==> config.mk <==
export PLATFORM = sky130hd
export DESIGN_NAME = decryption_dispatcher_flat
export DESIGN_NICKNAME = d
export VERILOG_FILES = /design/src/rtl/decryption_dispatcher_if.sv /design/src/rtl/decryption_dispatcher.sv /design/src/flat_wrapper.sv
export SDC_FILE = /design/constraint.sdc
export NUM_CORES = 1
export LEC_CHECK = 0
export BUFFER_PORTS_ARGS = -buffer_cell sky130_fd_sc_hd__buf_2
export CORE_ASPECT_RATIO = 0.5
export CORE_MARGIN = 5
export CORE_UTILIZATION = 44
export CTS_CLUSTER_SIZE = 24
export DETAILED_ROUTE_END_ITERATION = 7
export PLACE_DENSITY_LB_ADDON = 0.2
export SYNTH_ARGS = -nofsm -noshare
export SYNTH_HDL_FRONTEND = slang
export SYNTH_SLANG_ARGS = --single-unit
==> constraint.sdc <==
create_clock -name clk -period 1.6 [get_ports clk]
set_input_delay 0.16 -clock clk [delete_from_list [all_inputs] [get_ports clk]]
set_output_delay 0.16 -clock clk [all_outputs]
set_load 0.005 [all_outputs]
==> src/rtl/decryption_dispatcher_if.sv <==
// Bus bundle between the decryption dispatcher and its neighbours.
// Purpose: groups the upstream character stream, the shared engine bus and
//          the decrypted output stream into one interface.
// Modports:
//   slave  - the dispatcher side (consumes upstream/engine inputs, drives outputs)
//   master - the environment side (upstream source plus the three engines)
// Signals:
//   data_i/valid_i/sel_i/key_i          upstream character, valid, engine select, key
//   busy_o                              dispatcher busy, upstream holds valid_i low
//   eng_data_o/eng_valid_o/eng_key_o    shared character bus, one-hot valid, latched key
//   eng_busy_i/eng_data_i/eng_valid_i   per-engine busy, packed outputs, output valids
//   data_o/valid_o                      decrypted character stream
//   err_o                               one-cycle protocol error pulse
interface decryption_dispatcher_if #(
  parameter int D_WIDTH   = 8,
  parameter int KEY_WIDTH = 16
);
  logic [D_WIDTH-1:0]   data_i;
  logic                 valid_i;
  logic [1:0]           sel_i;
  logic [KEY_WIDTH-1:0] key_i;
  logic                 busy_o;
  logic [D_WIDTH-1:0]   eng_data_o;
  logic [2:0]           eng_valid_o;
  logic [KEY_WIDTH-1:0] eng_key_o;
  logic [2:0]           eng_busy_i;
  logic [3*D_WIDTH-1:0] eng_data_i;
  logic [2:0]           eng_valid_i;
  logic [D_WIDTH-1:0]   data_o;
  logic                 valid_o;
  logic                 err_o;

  modport slave (
    input  data_i, valid_i, sel_i, key_i, eng_busy_i, eng_data_i, eng_valid_i,
    output busy_o, eng_data_o, eng_valid_o, eng_key_o, data_o, valid_o, err_o
  );

  modport master (
    output data_i, valid_i, sel_i, key_i, eng_busy_i, eng_data_i, eng_valid_i,
    input  busy_o, eng_data_o, eng_valid_o, eng_key_o, data_o, valid_o, err_o
  );
endinterface

==> src/rtl/decryption_dispatcher.sv <==
// Sequencer in front of the caesar (0), scytale (1) and zigzag (2) engines.
// Latches engine select and key on the first character of a message, forwards
// the characters and the start-decryption token to the chosen engine, waits
// for that engine to go busy, then passes its output stream back through one
// registered port until the engine drains.
// Ports:
//   clk    - system clock
//   rst_n  - synchronous, active-low reset
//   bus    - decryption_dispatcher_if.slave (upstream, engine and output signals)
module decryption_dispatcher #(
  parameter int                 D_WIDTH                = 8,
  parameter int                 KEY_WIDTH              = 16,
  parameter int                 MAX_NOF_CHARS          = 50,
  parameter logic [D_WIDTH-1:0] START_DECRYPTION_TOKEN = 8'hFA,
  parameter int                 BUSY_TIMEOUT           = 4
) (
  input  logic                     clk,
  input  logic                     rst_n,
  decryption_dispatcher_if.slave   bus
);

  localparam int CW = $clog2(MAX_NOF_CHARS + 1);
  localparam int TW = $clog2(BUSY_TIMEOUT + 1);

  typedef enum logic [2:0] {
    IDLE,
    ROUTE,
    DISCARD,
    WAIT_BUSY,
    DRAIN
  } state_t;

  state_t               state_q, state_d;
  logic [1:0]           sel_q, sel_d;
  logic [KEY_WIDTH-1:0] key_q, key_d;
  logic [CW-1:0]        count_q, count_d;
  logic [TW-1:0]        timer_q, timer_d;
  logic                 ovf_q, ovf_d;
  logic                 busy_q, busy_d;
  logic [D_WIDTH-1:0]   eng_data_q, eng_data_d;
  logic [2:0]           eng_valid_q, eng_valid_d;
  logic [D_WIDTH-1:0]   data_q, data_d;
  logic                 valid_q, valid_d;
  logic                 err_q, err_d;

  logic                 in_valid;
  logic                 is_token;
  logic                 sel_busy;
  logic                 sel_valid;
  logic [D_WIDTH-1:0]   sel_data;
  logic [TW-1:0]        timer_inc;

  // Input is ignored entirely while the dispatcher reports busy.
  assign in_valid  = bus.valid_i && !busy_q;
  assign is_token  = (bus.data_i == START_DECRYPTION_TOKEN);
  assign timer_inc = timer_q + 1'b1;

  // Pick out only the selected engine's status; the others never matter.
  always_comb begin
    sel_busy  = 1'b0;
    sel_valid = 1'b0;
    sel_data  = '0;
    case (sel_q)
      2'd0: begin
        sel_busy  = bus.eng_busy_i[0];
        sel_valid = bus.eng_valid_i[0];
        sel_data  = bus.eng_data_i[0*D_WIDTH +: D_WIDTH];
      end
      2'd1: begin
        sel_busy  = bus.eng_busy_i[1];
        sel_valid = bus.eng_valid_i[1];
        sel_data  = bus.eng_data_i[1*D_WIDTH +: D_WIDTH];
      end
      2'd2: begin
        sel_busy  = bus.eng_busy_i[2];
        sel_valid = bus.eng_valid_i[2];
        sel_data  = bus.eng_data_i[2*D_WIDTH +: D_WIDTH];
      end
      default: ;
    endcase
  end

  // Next-state logic; forwarded valids and output pulses default to zero
  // every cycle so nothing lingers past the cycle it belongs to.
  always_comb begin
    state_d     = state_q;
    sel_d       = sel_q;
    key_d       = key_q;
    count_d     = count_q;
    timer_d     = timer_q;
    ovf_d       = ovf_q;
    busy_d      = busy_q;
    eng_data_d  = '0;
    eng_valid_d = 3'b000;
    data_d      = '0;
    valid_d     = 1'b0;
    err_d       = 1'b0;

    case (state_q)
      IDLE: begin
        // A bare token is an empty message and is silently absorbed.
        if (in_valid && !is_token) begin
          sel_d = bus.sel_i;
          key_d = bus.key_i;
          ovf_d = 1'b0;
          if (bus.sel_i != 2'd3) begin
            eng_data_d  = bus.data_i;
            eng_valid_d = 3'b001 << bus.sel_i;
            count_d     = CW'(1);
            state_d     = ROUTE;
          end else begin
            err_d   = 1'b1;
            state_d = DISCARD;
          end
        end
      end

      ROUTE: begin
        if (in_valid) begin
          if (is_token) begin
            eng_data_d  = bus.data_i;
            eng_valid_d = 3'b001 << sel_q;
            err_d       = ovf_q;
            busy_d      = 1'b1;
            timer_d     = '0;
            state_d     = WAIT_BUSY;
          end else if (count_q == CW'(MAX_NOF_CHARS)) begin
            ovf_d = 1'b1;
          end else begin
            eng_data_d  = bus.data_i;
            eng_valid_d = 3'b001 << sel_q;
            count_d     = count_q + 1'b1;
          end
        end
      end

      DISCARD: begin
        if (in_valid && is_token) begin
          state_d = IDLE;
        end
      end

      // The first cycle here is the token forward cycle, with timer at 0.
      WAIT_BUSY: begin
        if (sel_busy) begin
          state_d = DRAIN;
        end else if (timer_inc == TW'(BUSY_TIMEOUT)) begin
          err_d   = 1'b1;
          busy_d  = 1'b0;
          state_d = IDLE;
        end else begin
          timer_d = timer_inc;
        end
      end

      // Samples from the cycle busy falls are still passed through.
      DRAIN: begin
        valid_d = sel_valid;
        data_d  = sel_valid ? sel_data : '0;
        if (!sel_busy) begin
          busy_d  = 1'b0;
          state_d = IDLE;
        end
      end

      default: state_d = IDLE;
    endcase
  end

  always_ff @(posedge clk) begin
    if (!rst_n) begin
      state_q     <= IDLE;
      sel_q       <= 2'd0;
      key_q       <= '0;
      count_q     <= '0;
      timer_q     <= '0;
      ovf_q       <= 1'b0;
      busy_q      <= 1'b0;
      eng_data_q  <= '0;
      eng_valid_q <= 3'b000;
      data_q      <= '0;
      valid_q     <= 1'b0;
      err_q       <= 1'b0;
    end else begin
      state_q     <= state_d;
      sel_q       <= sel_d;
      key_q       <= key_d;
      count_q     <= count_d;
      timer_q     <= timer_d;
      ovf_q       <= ovf_d;
      busy_q      <= busy_d;
      eng_data_q  <= eng_data_d;
      eng_valid_q <= eng_valid_d;
      data_q      <= data_d;
      valid_q     <= valid_d;
      err_q       <= err_d;
    end
  end

  assign bus.busy_o      = busy_q;
  assign bus.eng_data_o  = eng_data_q;
  assign bus.eng_valid_o = eng_valid_q;
  assign bus.eng_key_o   = key_q;
  assign bus.data_o      = data_q;
  assign bus.valid_o     = valid_q;
  assign bus.err_o       = err_q;

endmodule

==> src/flat_wrapper.sv <==
// flat-port wrapper written by rule: the top's interface ports become plain ports
module decryption_dispatcher_flat 
#(
  parameter int                 D_WIDTH                = 8,
  parameter int                 KEY_WIDTH              = 16,
  parameter int                 MAX_NOF_CHARS          = 50,
  parameter logic [D_WIDTH-1:0] START_DECRYPTION_TOKEN = 8'hFA,
  parameter int                 BUSY_TIMEOUT           = 4
)
  (clk, rst_n, bus_data_i, bus_valid_i, bus_sel_i, bus_key_i, bus_eng_busy_i, bus_eng_data_i, bus_eng_valid_i, bus_busy_o, bus_eng_data_o, bus_eng_valid_o, bus_eng_key_o, bus_data_o, bus_valid_o, bus_err_o);
  decryption_dispatcher_if #(.D_WIDTH(D_WIDTH), .KEY_WIDTH(KEY_WIDTH)) bus_i ();
  input  logic clk;
  input  logic rst_n;
  input wire logic [$bits(bus_i.data_i)-1:0] bus_data_i;
  input wire logic [$bits(bus_i.valid_i)-1:0] bus_valid_i;
  input wire logic [$bits(bus_i.sel_i)-1:0] bus_sel_i;
  input wire logic [$bits(bus_i.key_i)-1:0] bus_key_i;
  input wire logic [$bits(bus_i.eng_busy_i)-1:0] bus_eng_busy_i;
  input wire logic [$bits(bus_i.eng_data_i)-1:0] bus_eng_data_i;
  input wire logic [$bits(bus_i.eng_valid_i)-1:0] bus_eng_valid_i;
  output wire logic [$bits(bus_i.busy_o)-1:0] bus_busy_o;
  output wire logic [$bits(bus_i.eng_data_o)-1:0] bus_eng_data_o;
  output wire logic [$bits(bus_i.eng_valid_o)-1:0] bus_eng_valid_o;
  output wire logic [$bits(bus_i.eng_key_o)-1:0] bus_eng_key_o;
  output wire logic [$bits(bus_i.data_o)-1:0] bus_data_o;
  output wire logic [$bits(bus_i.valid_o)-1:0] bus_valid_o;
  output wire logic [$bits(bus_i.err_o)-1:0] bus_err_o;
  assign bus_i.data_i = bus_data_i;
  assign bus_i.valid_i = bus_valid_i;
  assign bus_i.sel_i = bus_sel_i;
  assign bus_i.key_i = bus_key_i;
  assign bus_i.eng_busy_i = bus_eng_busy_i;
  assign bus_i.eng_data_i = bus_eng_data_i;
  assign bus_i.eng_valid_i = bus_eng_valid_i;
  assign bus_busy_o = bus_i.busy_o;
  assign bus_eng_data_o = bus_i.eng_data_o;
  assign bus_eng_valid_o = bus_i.eng_valid_o;
  assign bus_eng_key_o = bus_i.eng_key_o;
  assign bus_data_o = bus_i.data_o;
  assign bus_valid_o = bus_i.valid_o;
  assign bus_err_o = bus_i.err_o;
  decryption_dispatcher #(.D_WIDTH(D_WIDTH), .KEY_WIDTH(KEY_WIDTH), .MAX_NOF_CHARS(MAX_NOF_CHARS), .START_DECRYPTION_TOKEN(START_DECRYPTION_TOKEN), .BUSY_TIMEOUT(BUSY_TIMEOUT)) u_core (.clk(clk), .rst_n(rst_n), .bus(bus_i));
endmodule
Word level (Yosys, flattened, before mapping)
Index checks and enable logic that the tools add are counted.

Flip-flop bits (word level): 53. Bits in latches: 0. RAM bits: 0. Memory bits (read-only): 0. Bits of input ports: 59. Output and inout bits: 38. Logic and storage cells: 110. Memories: 0.

$add $sub $neg: 2. Multipliers: 0. Divide/modulo/power cells: 0. Order comparisons: 0. Equal/unequal tests: 23. Shifts and indexed selects: 2. Mux-type cells: 53. Bitwise gates (word level): 0. Reductions and logical operators: 18.

Operators by type and width (number): 2-to-1 mux 3 bit (16); 2-to-1 mux 8 bit (5); 2-to-1 mux 6 bit (5); one-hot mux 8 bit (3 select lines) (1); AND reduction 6 bit (3); one-hot mux 8 bit (2 select lines) (1); 2-to-1 mux 1 bit (15); one-hot mux 3 bit (5 select lines) (1); != test 2 x 1 -> 1 bit (second input constant) (7); != test 2 bit (second input constant) (6); one-hot mux 1 bit (3 select lines) (4); one-hot mux 3 bit (2 select lines) (2); one-hot mux 6 bit (2 select lines) (1); AND reduction 5 bit (2); equality test 8 bit (second input constant) (1); adder 6 x 1 -> 6 bit (second input constant) (1); equality test 3 x 2 -> 1 bit (second input constant) (2); equality test 3 bit (second input constant) (2); equality test 6 bit (second input constant) (1); left shift 1 x 2 -> 3 bit (first input constant) (2); AND reduction 2 bit (2); nonzero test 2 bit (2); adder 3 x 1 -> 3 bit (second input constant) (1); equality test 3 x 1 -> 1 bit (second input constant) (1); other kinds (11) (14).

Logic depth before layout (Yosys ltp)
Depth in word-level cells: 5. Depth in mapped cells: 7. Depth with buffers taken out: 6.

Least setup slack after synthesis
No wires, ideal clock.

Path type: reg-to-reg. Start point: register u_core.count_q[0]. End point: register u_core.count_q[4]. Setup time: 0.123 ns. Data arrival time: 1.565 ns. Data required time: 1.477 ns. Path slack: -0.089 ns. Stages on the path, launching flop included: 7. Path buffers: 0. Period minus slack after synthesis: 1.689 ns. Cell sequence: dfxtp_1 > inv_1 > ha_1 > and4_4 > a211oi_4 > nand4_1 > mux2_1.

Longest elaborated chain between the ends: 5. Elaborated cells between the ends (all ways): 8. Classes of those cells: add/sub (1); eq/ne (2); mux (4); reduce/logical (1).

Ends and longest elaborated chain: from (decl) (line decryption_dispatcher.sv:36) `logic [CW-1:0] count_q, count_d;`; from (signal assigned) (line decryption_dispatcher.sv:188) `count_q <= count_d;`; adder 6 x 1 -> 6 bit (line decryption_dispatcher.sv:132) `count_d = count_q + 1'b1;`; 2-to-1 mux 6 bit (line decryption_dispatcher.sv:127) `end else if (count_q == CW'(MAX_NOF_CHARS)) begin`; 2-to-1 mux 6 bit (line decryption_dispatcher.sv:120) `if (is_token) begin`; 2-to-1 mux 6 bit (line decryption_dispatcher.sv:119) `if (in_valid) begin`; one-hot mux 6 bit (2 select lines) (line decryption_dispatcher.sv:99) `case (state_q)`.

Parallel ways exist; a longest one is shown, timed or not. The select of a mux whose other input is x is not followed. A chain may end at the register's enable or synchronous reset.

Worst setup path after layout
Start point: register u_core.state_q[1]. End point: register u_core.count_q[4].

Longest elaborated chain between the ends: 3. Elaborated cells between the ends (all ways): 10. Classes of those cells: eq/ne (6); mux (1); reduce/logical (3).

Ends and longest elaborated chain: from (decl) (line decryption_dispatcher.sv:33) `state_t state_q, state_d;`; from (signal assigned) (line decryption_dispatcher.sv:185) `state_q <= state_d;`; equality test 3 x 1 -> 1 bit or logical NOT 3 bit (tied branches) (line decryption_dispatcher.sv:99); != test 2 bit (no line) (tied with other cells); AND reduction 6 bit (no line).

Parallel ways exist; a longest one is shown, timed or not.

==> flow_summary.toml <==
[timing]
fin_skew_ps = 5.76
max_freq_ghz = 0.642
finalCritPeriodShare_pct = 97.4
fin_ws_ps = 41.8
setup_violations = 0
tightest_slew_ps = 338
maxSlewViolCount = 0
period_needed_ps = 1560
timing.slew.headroom_pct = 77.4
hold_viol = 0
rsz0062_at_grt = "yes"
whs_ps = 100

[logic_synthesis]
yosysUniqueCellTypes = 60
synth-seq-cells = 53
yosysSeqAreaShare_pct = 42.0
synthArstFlopShare_pct = 0
syn_area_mm2 = 0.00252
syn_nets = 352
syn_avg_cell_area_um2 = 8.73
syn_inst = 289
ys_warn_count = 0
synth_edf_count = 0
yosys_most_used_dff = "dfxtp_1"

[cells_and_area]
syn_to_final_growth_pct = 38.2
final_cell_count_no_fill = 480
diodes = 0
fin_nets = 469
drive_gt1_share_pct = 41.3
fillers = 457

[global_route]
antenna_found_initial = 0
grt_pass1_wl_um = 10500
grt_use_total_pct = 17.1
overflow = 0
grt_max_degree = 20
grt_use_met2_pct = 29.4
grt_pass1_vias = 2354
grt_util_met1_pct = 20.7
gr-max-usage-layer = "met2"
use_met3_pct = 4.68

[run]
drv_cap = 0

[routing]
drtIter0Drc = 102
wl_per_cell_um = 13.2
dr_total_vias = 2409
viasPerCell = 5.02
drt_wl_total_um = 6340
drt-pass1-iter-count = 4
drc = 0
ant_nets = 0

[place]
portBuffers = 96
place_ws_ps = -97.3
gp_congestion = 0.845
hpwl_um = 4890
dp_cells = 469

[clock_network]
clock_latency_ps = 290
clock_path_buffers = 2
htree_levels = 2
numCtsBuffers = 5
cts.root.buffer_cell = "clkbuf_16"
cts_sinks = 53
cts_tree = "done"
clk_pin_slew_ps = 70

[critical_path]
cp-start-kind = "flip-flop"
worst-setup-path-type = "reg -> reg"
reg2reg_setup_slack_ps = 40
critPathArrivalTime_ps = 1740
required_ps = 1780
path_max_fanout = 6
end_kind = "flip-flop"

[pwr]
pwr-share-seq_pct = 43.0
p_sw_mw = 0.829
powerDensity_mw_per_mm2 = 953
clock_power_share_pct = 37.3
ir_drop_uv = 562
p_int_mw = 2.50
comb_power_share_pct = 19.7
netSwitchingFraction_pct = 24.9
p_leak_nw = 1.63

[floorplanning]
core_mm2 = 0.00552
start_util_pct = 45.8
dieArea_mm2 = 0.00744
die_h_um = 63.6
io_pins = 97
rows = 19
die_x_um = 117

[outcome]
status = "finished, final reports clean"

[hold_path]
hp-class = "in -> reg"
-- cells in the final DEF, fill, tap and decap left out, types with 4 or more instances in the layout --
cell type | synthesis | routed
buf_2 | 3 | 96
nor2_1 | 32 | 32
a21boi_0 | 18 | 18
nand4_1 | 5 | 5
dfxtp_1 | 53 | 46
and2_1 | 9 | 8
mux2i_1 | 12 | 11
inv_1 | 8 | 8
nand3_1 | 7 | 6
a21oi_1 | 13 | 12
dfxtp_2 | 0 | 5
a21boi_1 | 4 | 4
o21ai_0 | 6 | 6
nand2_1 | 50 | 50
buf_4 | 3 | 27
clkbuf_16 | 0 | 5
-- cells by family after synthesis --
| group | share of synthesized area, % |
|---|---|
| AND/OR/NAND/NOR | 26.9 |
| flip-flops | 42.0 |
| XOR/XNOR | 1.04 |
| adder cells (fa/ha/maj) | 1.98 |
| AO/OA/AOI/OAI | 18.2 |
| buffers and inverters | 4.56 |
| multiplexers | 5.21 |
-- layout make-up --
| cell class | instances | area [µm²] | share of cell area, % |
|---|---|---|---|
| Inverter | 8 | 30.0 | 0.861 |
| Clock buffer | 6 | 139 | 3.98 |
| Clock inverter | 2 | 37.5 | 1.08 |
| Tap cell | 73 | 91.3 | 2.62 |
| Multi-Input combinational cell | 214 | 1410 | 40.5 |
| Sequential cell | 53 | 1070 | 30.8 |
| Timing Repair Buffer | 124 | 703 | 20.2 |
-- worst paths after layout --
check / startpoint / end / cells past startpoint
worst max-delay path: u_core.state_q[1] / u_core.count_q[4] / 6
worst min-delay path: bus_data_i[7] / u_core.bus.eng_data_o[7] / 2
worst max register to register: u_core.state_q[1] / u_core.count_q[4] / 6
worst min register to register: u_core.bus.eng_key_o[0] / u_core.bus.eng_key_o[0] / 2
-- through the flow --
| step | instance area [µm²] | total power [mW] | setup TNS [ps] | util (%) |
|---|---|---|---|---|
| 6_report | 3490 | 3.33 | 0 | 63.2 |
| 5_1_grt | 3490 | 3.51 | -262 | 63.2 |
| 4_1_cts | 3400 | 3.32 | 0 | 61.7 |
| 3_5_place_dp | 3210 | 2.08 | -153 | 58.2 |
| 3_3_place_gp | 3210 | 2.06 | -79.0 | 58.2 |
| 2_1_floorplan | 2520 | 1.81 | 0 | - |
-- registers in the layout, indices dropped and copies added, names as in the netlist --
register                cells
u_core.count_q              6
u_core.bus.eng_valid_o      3
u_core.bus.err_o            1
u_core.bus.eng_data_o       8
u_core.state_q              3
u_core.bus.eng_key_o       16
u_core.sel_q                2
u_core.ovf_q                1
u_core.bus.valid_o          1
u_core.timer_q              3
u_core.bus.busy_o           1
u_core.bus.data_o           8
-- synth_stat cells, drive strengths merged, types with 2 or more instances --
cell	count	share of area, %
nor3	4	0.99
o21ai	10	2.6
a21boi	23	7.0
or2	3	0.74
a211oi	2	1.1
nand3	7	1.4
clkbuf	7	1.4
o211a	2	0.79
xnor2	2	0.69
nor2b	4	0.99
nand4b	2	0.69
and2	10	2.5
a21oi	14	2.9
nor4	2	0.74
and4b	2	0.79
inv	8	1.2
dfxtp	53	42
nor4b	2	0.69
nor2	33	5.6
buf	7	1.9
nand4	5	1.2
ha	4	2.0
mux2i	12	4.8
nand2	50	7.4
-- worst max-delay path, cell delays in order, from the launching register on --
cell	delay (ps)
dfxtp_2	360
buf_4	160
nor2_8	110
o21ai_4	90
a211oi_4	270
nand4_1	140
mux2_1	320
-- what timing repair did --
action	in CTS	in global routing
hold buffers	0	0
hold endpoints to repair	0	0
setup endpoints to repair	6	40
resized for setup	3	19
setup buffers	0	3
pin swaps	0	5
gates cloned	0	0
-- per-layer routing --
layer / up-vias / share of wire (%)
li1: 1231 / -
met3: 5 / 9.2
met5: - / 0
met4: 0 / 0.60
met2: 70 / 47
met1: 1103 / 43
-- power groups by stage --
stage,logic (mW),clock network (mW),registers (mW)
after CTS,0.628,1.27,1.43
after floorplan,0.363,0,1.45
after global routing,0.731,1.34,1.44
after global placement,0.611,0,1.45
after detailed placement,0.622,0,1.45
final,0.656,1.24,1.43
(Power assumes the default switching activity.)
